**config.mk**
```make
export PLATFORM = sky130hd
export DESIGN_NAME = serial_rx
export DESIGN_NICKNAME = d
export VERILOG_FILES = /design/src/rtl/serial_rx.sv
export SDC_FILE = /design/constraint.sdc
export NUM_CORES = 1
export LEC_CHECK = 0
export ABC_AREA = 1
export CAP_MARGIN = 5
export CORE_MARGIN = 10
export CORE_UTILIZATION = 24
export DETAILED_ROUTE_END_ITERATION = 10
export SLEW_MARGIN = 25
export SYNTH_ARGS = -nofsm -noshare
export SYNTH_HDL_FRONTEND = slang
export SYNTH_SLANG_ARGS = --single-unit
```
**constraint.sdc**
```tcl
create_clock -name clk -period 1.3 [get_ports clk]
set_input_delay 0.26 -clock clk [delete_from_list [all_inputs] [get_ports clk]]
set_output_delay 0.26 -clock clk [all_outputs]
set_load 0.005 [all_outputs]
```
**src/rtl/serial_rx.sv**
```systemverilog
// rtl/serial_rx.sv - asynchronous serial receiver, start/DATA_BITS LSB-first/stop framing
// Two-flop input sync, mid-bit sampling, BREAK state blocks re-arm on a held-low line.
module serial_rx #(
    parameter int CLKS_PER_BIT = 16,
    parameter int DATA_BITS    = 8
) (
    input  logic                 clk,
    input  logic                 rst,
    input  logic                 rxd,
    output logic [DATA_BITS-1:0] data_out,
    output logic                 valid,
    output logic                 frame_err,
    output logic                 busy
);
    localparam int CW = $clog2(CLKS_PER_BIT);
    localparam int BW = $clog2(DATA_BITS + 1);
    localparam logic [CW-1:0] HALF_LAST = CW'(CLKS_PER_BIT / 2 - 1);
    localparam logic [CW-1:0] BIT_LAST  = CW'(CLKS_PER_BIT - 1);
    localparam logic [BW-1:0] BITS_LAST = BW'(DATA_BITS - 1);

    typedef enum logic [2:0] {IDLE, START, DATA, STOP, BRK} state_t;

    state_t                 state_q, state_d;
    logic [CW-1:0]          cnt_q, cnt_d;
    logic [BW-1:0]          bit_q, bit_d;
    logic [DATA_BITS-1:0]   shift_q, shift_d;
    logic [DATA_BITS-1:0]   data_q, data_d;
    logic                   valid_q, valid_d;
    logic                   ferr_q, ferr_d;
    logic                   busy_q, busy_d;
    logic                   meta_q, meta_d;
    logic                   rxd_s_q, rxd_s_d;

    always_comb begin
        meta_d  = rxd;
        rxd_s_d = meta_q;
        state_d = state_q;
        cnt_d   = cnt_q + 1'b1;
        bit_d   = bit_q;
        shift_d = shift_q;
        data_d  = data_q;
        valid_d = 1'b0;
        ferr_d  = 1'b0;
        case (state_q)
            IDLE: begin
                cnt_d = '0;
                if (!rxd_s_q) state_d = START;
            end
            START: begin
                if (cnt_q == HALF_LAST) begin
                    cnt_d = '0;
                    bit_d = '0;
                    // A line that is high again at mid-start-bit was a glitch.
                    state_d = rxd_s_q ? IDLE : DATA;
                end
            end
            DATA: begin
                if (cnt_q == BIT_LAST) begin
                    cnt_d                = '0;
                    shift_d              = shift_q >> 1;
                    shift_d[DATA_BITS-1] = rxd_s_q;
                    bit_d                = bit_q + 1'b1;
                    if (bit_q == BITS_LAST) state_d = STOP;
                end
            end
            STOP: begin
                if (cnt_q == BIT_LAST) begin
                    cnt_d = '0;
                    if (rxd_s_q) begin
                        data_d  = shift_q;
                        valid_d = 1'b1;
                        state_d = IDLE;
                    end else begin
                        ferr_d  = 1'b1;
                        state_d = BRK;
                    end
                end
            end
            BRK: begin
                cnt_d = '0;
                if (rxd_s_q) state_d = IDLE;
            end
            default: begin
                cnt_d   = '0;
                state_d = IDLE;
            end
        endcase
        busy_d = (state_d != IDLE);
    end

    always_ff @(posedge clk) begin
        if (rst) begin
            state_q <= IDLE;
            cnt_q   <= '0;
            bit_q   <= '0;
            shift_q <= '0;
            data_q  <= '0;
            valid_q <= 1'b0;
            ferr_q  <= 1'b0;
            busy_q  <= 1'b0;
            meta_q  <= 1'b1;
            rxd_s_q <= 1'b1;
        end else begin
            state_q <= state_d;
            cnt_q   <= cnt_d;
            bit_q   <= bit_d;
            shift_q <= shift_d;
            data_q  <= data_d;
            valid_q <= valid_d;
            ferr_q  <= ferr_d;
            busy_q  <= busy_d;
            meta_q  <= meta_d;
            rxd_s_q <= rxd_s_d;
        end
    end

    assign data_out  = data_q;
    assign valid     = valid_q;
    assign frame_err = ferr_q;
    assign busy      = busy_q;
endmodule

```
# Word level (Yosys, flattened, before mapping)
# Index checks and enable logic that the tools add are counted.
[totals]
regBits = 32
in_bits = 3
memories = 0
latch_bits = 0
mem_bits_ro = 0
ram_bits = 0
output_inout_bits = 11
wordCells = 48
[op_classes]
n_div = 0
eq_ne = 9
add_sub_neg = 2
n_lt_le_gt_ge = 0
reduce_logical = 8
n_mux = 17
shifts = 0
bitwise = 2
mul = 0
[op_table]
columns = ["op", "count"]
rows = [
  ["2-to-1 mux 3 bit", 7],
  ["2-to-1 mux 4 bit", 4],
  ["case mux 4 bit (2 select lines)", 2],
  ["case mux 3 bit (5 select lines)", 1],
  ["adder 4 x 1 -> 4 bit (second input constant)", 2],
  ["equality test 4 x 3 -> 1 bit (second input constant)", 2],
  ["equality test 3 x 2 -> 1 bit (second input constant)", 2],
  ["AND reduction 3 bit", 2],
  ["equality test 4 bit (second input constant)", 1],
  ["!= test 2 bit (second input constant)", 2],
  ["equality test 3 x 1 -> 1 bit (second input constant)", 1],
  ["equality test 3 bit (second input constant)", 1],
  ["logical NOT 3 bit", 1],
  ["nonzero test 3 bit", 1],
  ["OR reduction 3 bit", 1],
  ["2-to-1 mux 1 bit", 2],
  ["2-to-1 mux 2 bit", 1],
  ["inverter 1 bit", 2],
  ["AND reduction 2 bit", 1],
  ["nonzero test 2 bit", 1],
  ["OR reduction 2 bit", 1],
]

# Longest topological paths before layout
[depth]
depth_word = 5
mapped_depth = 9
depth_no_buf = 9

# Least setup slack after synthesis
# No wires, ideal clock.
[synth_path]
path_kind = "register to register"
from = "register cnt_q[0]"
to = "register data_q[1] (netlist: data_out[1])"
path_slack_ns = 0.017
setup_time_ns = 0.113
path_stages_with_launch = 9
period_less_slack_ns = 1.283
arrival_ns = 1.169
path_cell_list = "dfxtp_1 ha_1 nand2_2 nor2_8 nand2_4 nor2_8 inv_4 nor2_1 nor2_1"
[synth_via]
elab_chain_len = 2
[synth_lines]
columns = ["item", "line", "rtl"]
rows = [
  ["start: declaration", "24", "logic [CW-1:0] cnt_q, cnt_d;"],
  ["start signal: assignment", "105", "cnt_q <= cnt_d;"],
  ["equality test 4 bit", "67", "if (cnt_q == BIT_LAST) begin"],
  ["AND reduction 3 bit (no source line)", "n/a", ""],
  ["end signal: assignment", "108", "data_q <= data_d;"],
  ["end: declaration", "27", "logic [DATA_BITS-1:0] data_q, data_d;"],
]
# No other way between the ends.
# A chain may end at the register's enable or synchronous reset.

# Worst setup path after layout
[layout_path]
from = "register cnt_q[0]"
to = "register data_q[4] (netlist: data_out[4])"
# The elaborated chain is that of the path after synthesis.

==> out/metrics.cfg <==
[synth]
syn_inst = 174
syn_nets = 179
ys_ff_latch = 32
ys.warnings.count = 0
ys_seq_area_share_pct = 46.2
netlist_area_mm2 = 0.00139
avgSynthCellArea_um2 = 7.97
yosys.cell_types.count = 28

[cells_and_area]
antennaDiodeCount = 0
area_growth_pct = 35.4
final_common_cell = nor2_1
final_nets = 213
final_cell_mix = nor2_1, dfxtp_1, nand2_1
drive_gt1_share_pct = 30.6

[grt]
grt_max_degree = 11
grt_util_met3_pct = 2.96
busiest_layer = met2
met2_usage_pct = 9.98
grt_overflow = 0
first_global_vias = 1172
grt.total_usage_pct = 6.89
use_met1_pct = 8.46
grt_pass1_wl_um = 5060
antenna_found_initial = 0

[setup_path]
crit_type = flip-flop to flip-flop
cp_max_fo = 4
end_kind = flip-flop
worst_setup_path_start_kind = flip-flop
arrival_ns = 1.48
cp.required_ns = 1.52

[job]
drv_cap = 0

[timing]
fin_crit_ns = 1.26
relSlewSlack_pct = 80.2
period_share_pct = 96.8
worstMarginPinSlew_ns = 0.296
rsz0062_at_grt = yes
whs_ns = 0.408
setup_viol = 0
fmax_ghz = 0.794
fin_skew_ns = 0.00987
setup_ws_ns = 0.0411
slew_viol_final = 0
finalHoldViolations = 0

[floorplan]
die_x_um = 96
pin_count = 14
die_area_mm2 = 0.00922
core_mm2 = 0.00554
placementRows = 27
die_h_um = 96
initial_core_util_pct = 25.0

[power]
irDropWorstVdd_uv = 556
power_mw = 1.88
power.density_mw_per_mm2 = 1000
p_leak_nw = 0.920

[clocking]
clockBufferDepth = 2
cts.sinks = 32
clk_pin_slew_ns = 0.06
cts-root-buf = clkbuf_8
cts_buffers = 5
cts_tree = built
clock_latency_ns = 0.29
h-tree-depth = 2

[placed_design]
port_buffers = 13
place.gp.congestion = 0.778
pre_cts_slack_ns = -0.0685
dpl.hpwl_um = 2130

[route]
drtIter0Drc = 100
viasPerCell = 4.15
drtAntennaViolNets = 0
totalWireLength_um = 2900
dr.pass1.iters = 4
post-route-drc-count = 0
wire_per_inst_um = 10.3
vias = 1167

[min_path]
hold_class = flip-flop to flip-flop

[run_status]
status = finished, final reports clean

-- what timing repair did --
action	CTS	global route
resized for setup	18	13
buffers inserted	1	1
setup endpoints to repair	27	17
hold buffers	0	0
pin swaps	1	2
-- registers in the layout, summed over array words and instances, names as in the netlist --
| register | cells |
|---|---|
| busy | 1 |
| shift_q | 8 |
| frame_err | 1 |
| state_q | 3 |
| rxd_s_q | 1 |
| valid | 1 |
| bit_q | 4 |
| meta_q | 1 |
| cnt_q | 4 |
| data_out | 8 |
-- worst paths after layout --
path	startpoint	endpoint	slack, ns	depth (start not counted)
setup / recovery	cnt_q[0]	data_out[4]	0.04	8
hold reg to reg	meta_q	rxd_s_q	0.41	1
hold / removal	meta_q	rxd_s_q	0.41	1
setup reg to reg	cnt_q[0]	data_out[4]	0.04	8
-- power breakdown --
group,total [mW],internal [mW],switching [mW]
Combinational,0.0881,0.0394,0.0487
Clock,0.790,0.422,0.368
Sequential,1.00,0.990,0.00920
-- synthesized netlist by cell type --
library cell,n,area [um^2]
nor2_1,43,161
dfxtp_1,32,641
nand2_1,18,67.6
nand3_1,13,65.1
inv_1,11,41.3
o21ai_0,10,50.1
o21ai_1,9,45.0
inv_2,5,18.8
nand2_4,3,33.8
a21oi_1,2,10.0
a21oi_2,2,17.5
ha_1,2,25.0
nand2_2,2,12.5
nand3_2,2,20.0
nand4_1,2,12.5
nor2_2,2,12.5
nor2_4,2,22.5
nor2_8,2,40.0
nor3_1,2,10.0
or2_2,2,12.5
buf_4,1,7.51
clkbuf_1,1,3.75
inv_4,1,6.26
nand3_4,1,17.5
nand3b_1,1,7.51
nor3b_1,1,7.51
xnor2_1,1,8.76
xor2_1,1,8.76
-- layer usage --
layer  up-vias  routed length [um]
li1        623                   -
met1       522                1490
met2        16                1180
met3         6                 190
met4         0                  44
met5         -                   0
-- area by class of cell --
type,count,area [um^2]
clock buffer,6,82.6
clock inverter,2,10.0
fill,598,3660
inverter,17,66.3
multi-input combinational,123,734
sequential,32,644
tap,72,90.1
timing repair buffer,29,249
-- kinds of logic (layout without fill, tap and decap cells) --
kind of cell             after synthesis  in the layout  synth area share [%]
AO/OA/AOI/OAI                         23             23                  8.84
XOR/XNOR                               2              2                  1.26
adder cells (fa/ha/maj)                2              2                  1.80
buffers and inverters                 19             54                  5.60
flip-flops                            32             32                  46.2
AND/OR/NAND/NOR                       96             96                  36.3
-- worst max-delay path: stages, from the launching register on --
cell and delay [ns]:
dfxtp_2 0.36, ha_4 0.16, nand2_4 0.08, nor2_8 0.13, nand2_4 0.09, nor2_8 0.11
buf_4 0.14, o21ai_1 0.05, nor2_1 0.08
-- metrics by stage --
stage	utilization (%)	area [um^2]	setup TNS [ns]	cells
after detailed placement	30.7	1700	-1.01	271
final	33.9	1880	0	281
after CTS	33.0	1830	0	280
after floorplan	-	1390	0	174
after global placement	30.7	1700	-0.574	271
after global routing	33.9	1880	-0.218	281
(Power assumes the default switching activity.)
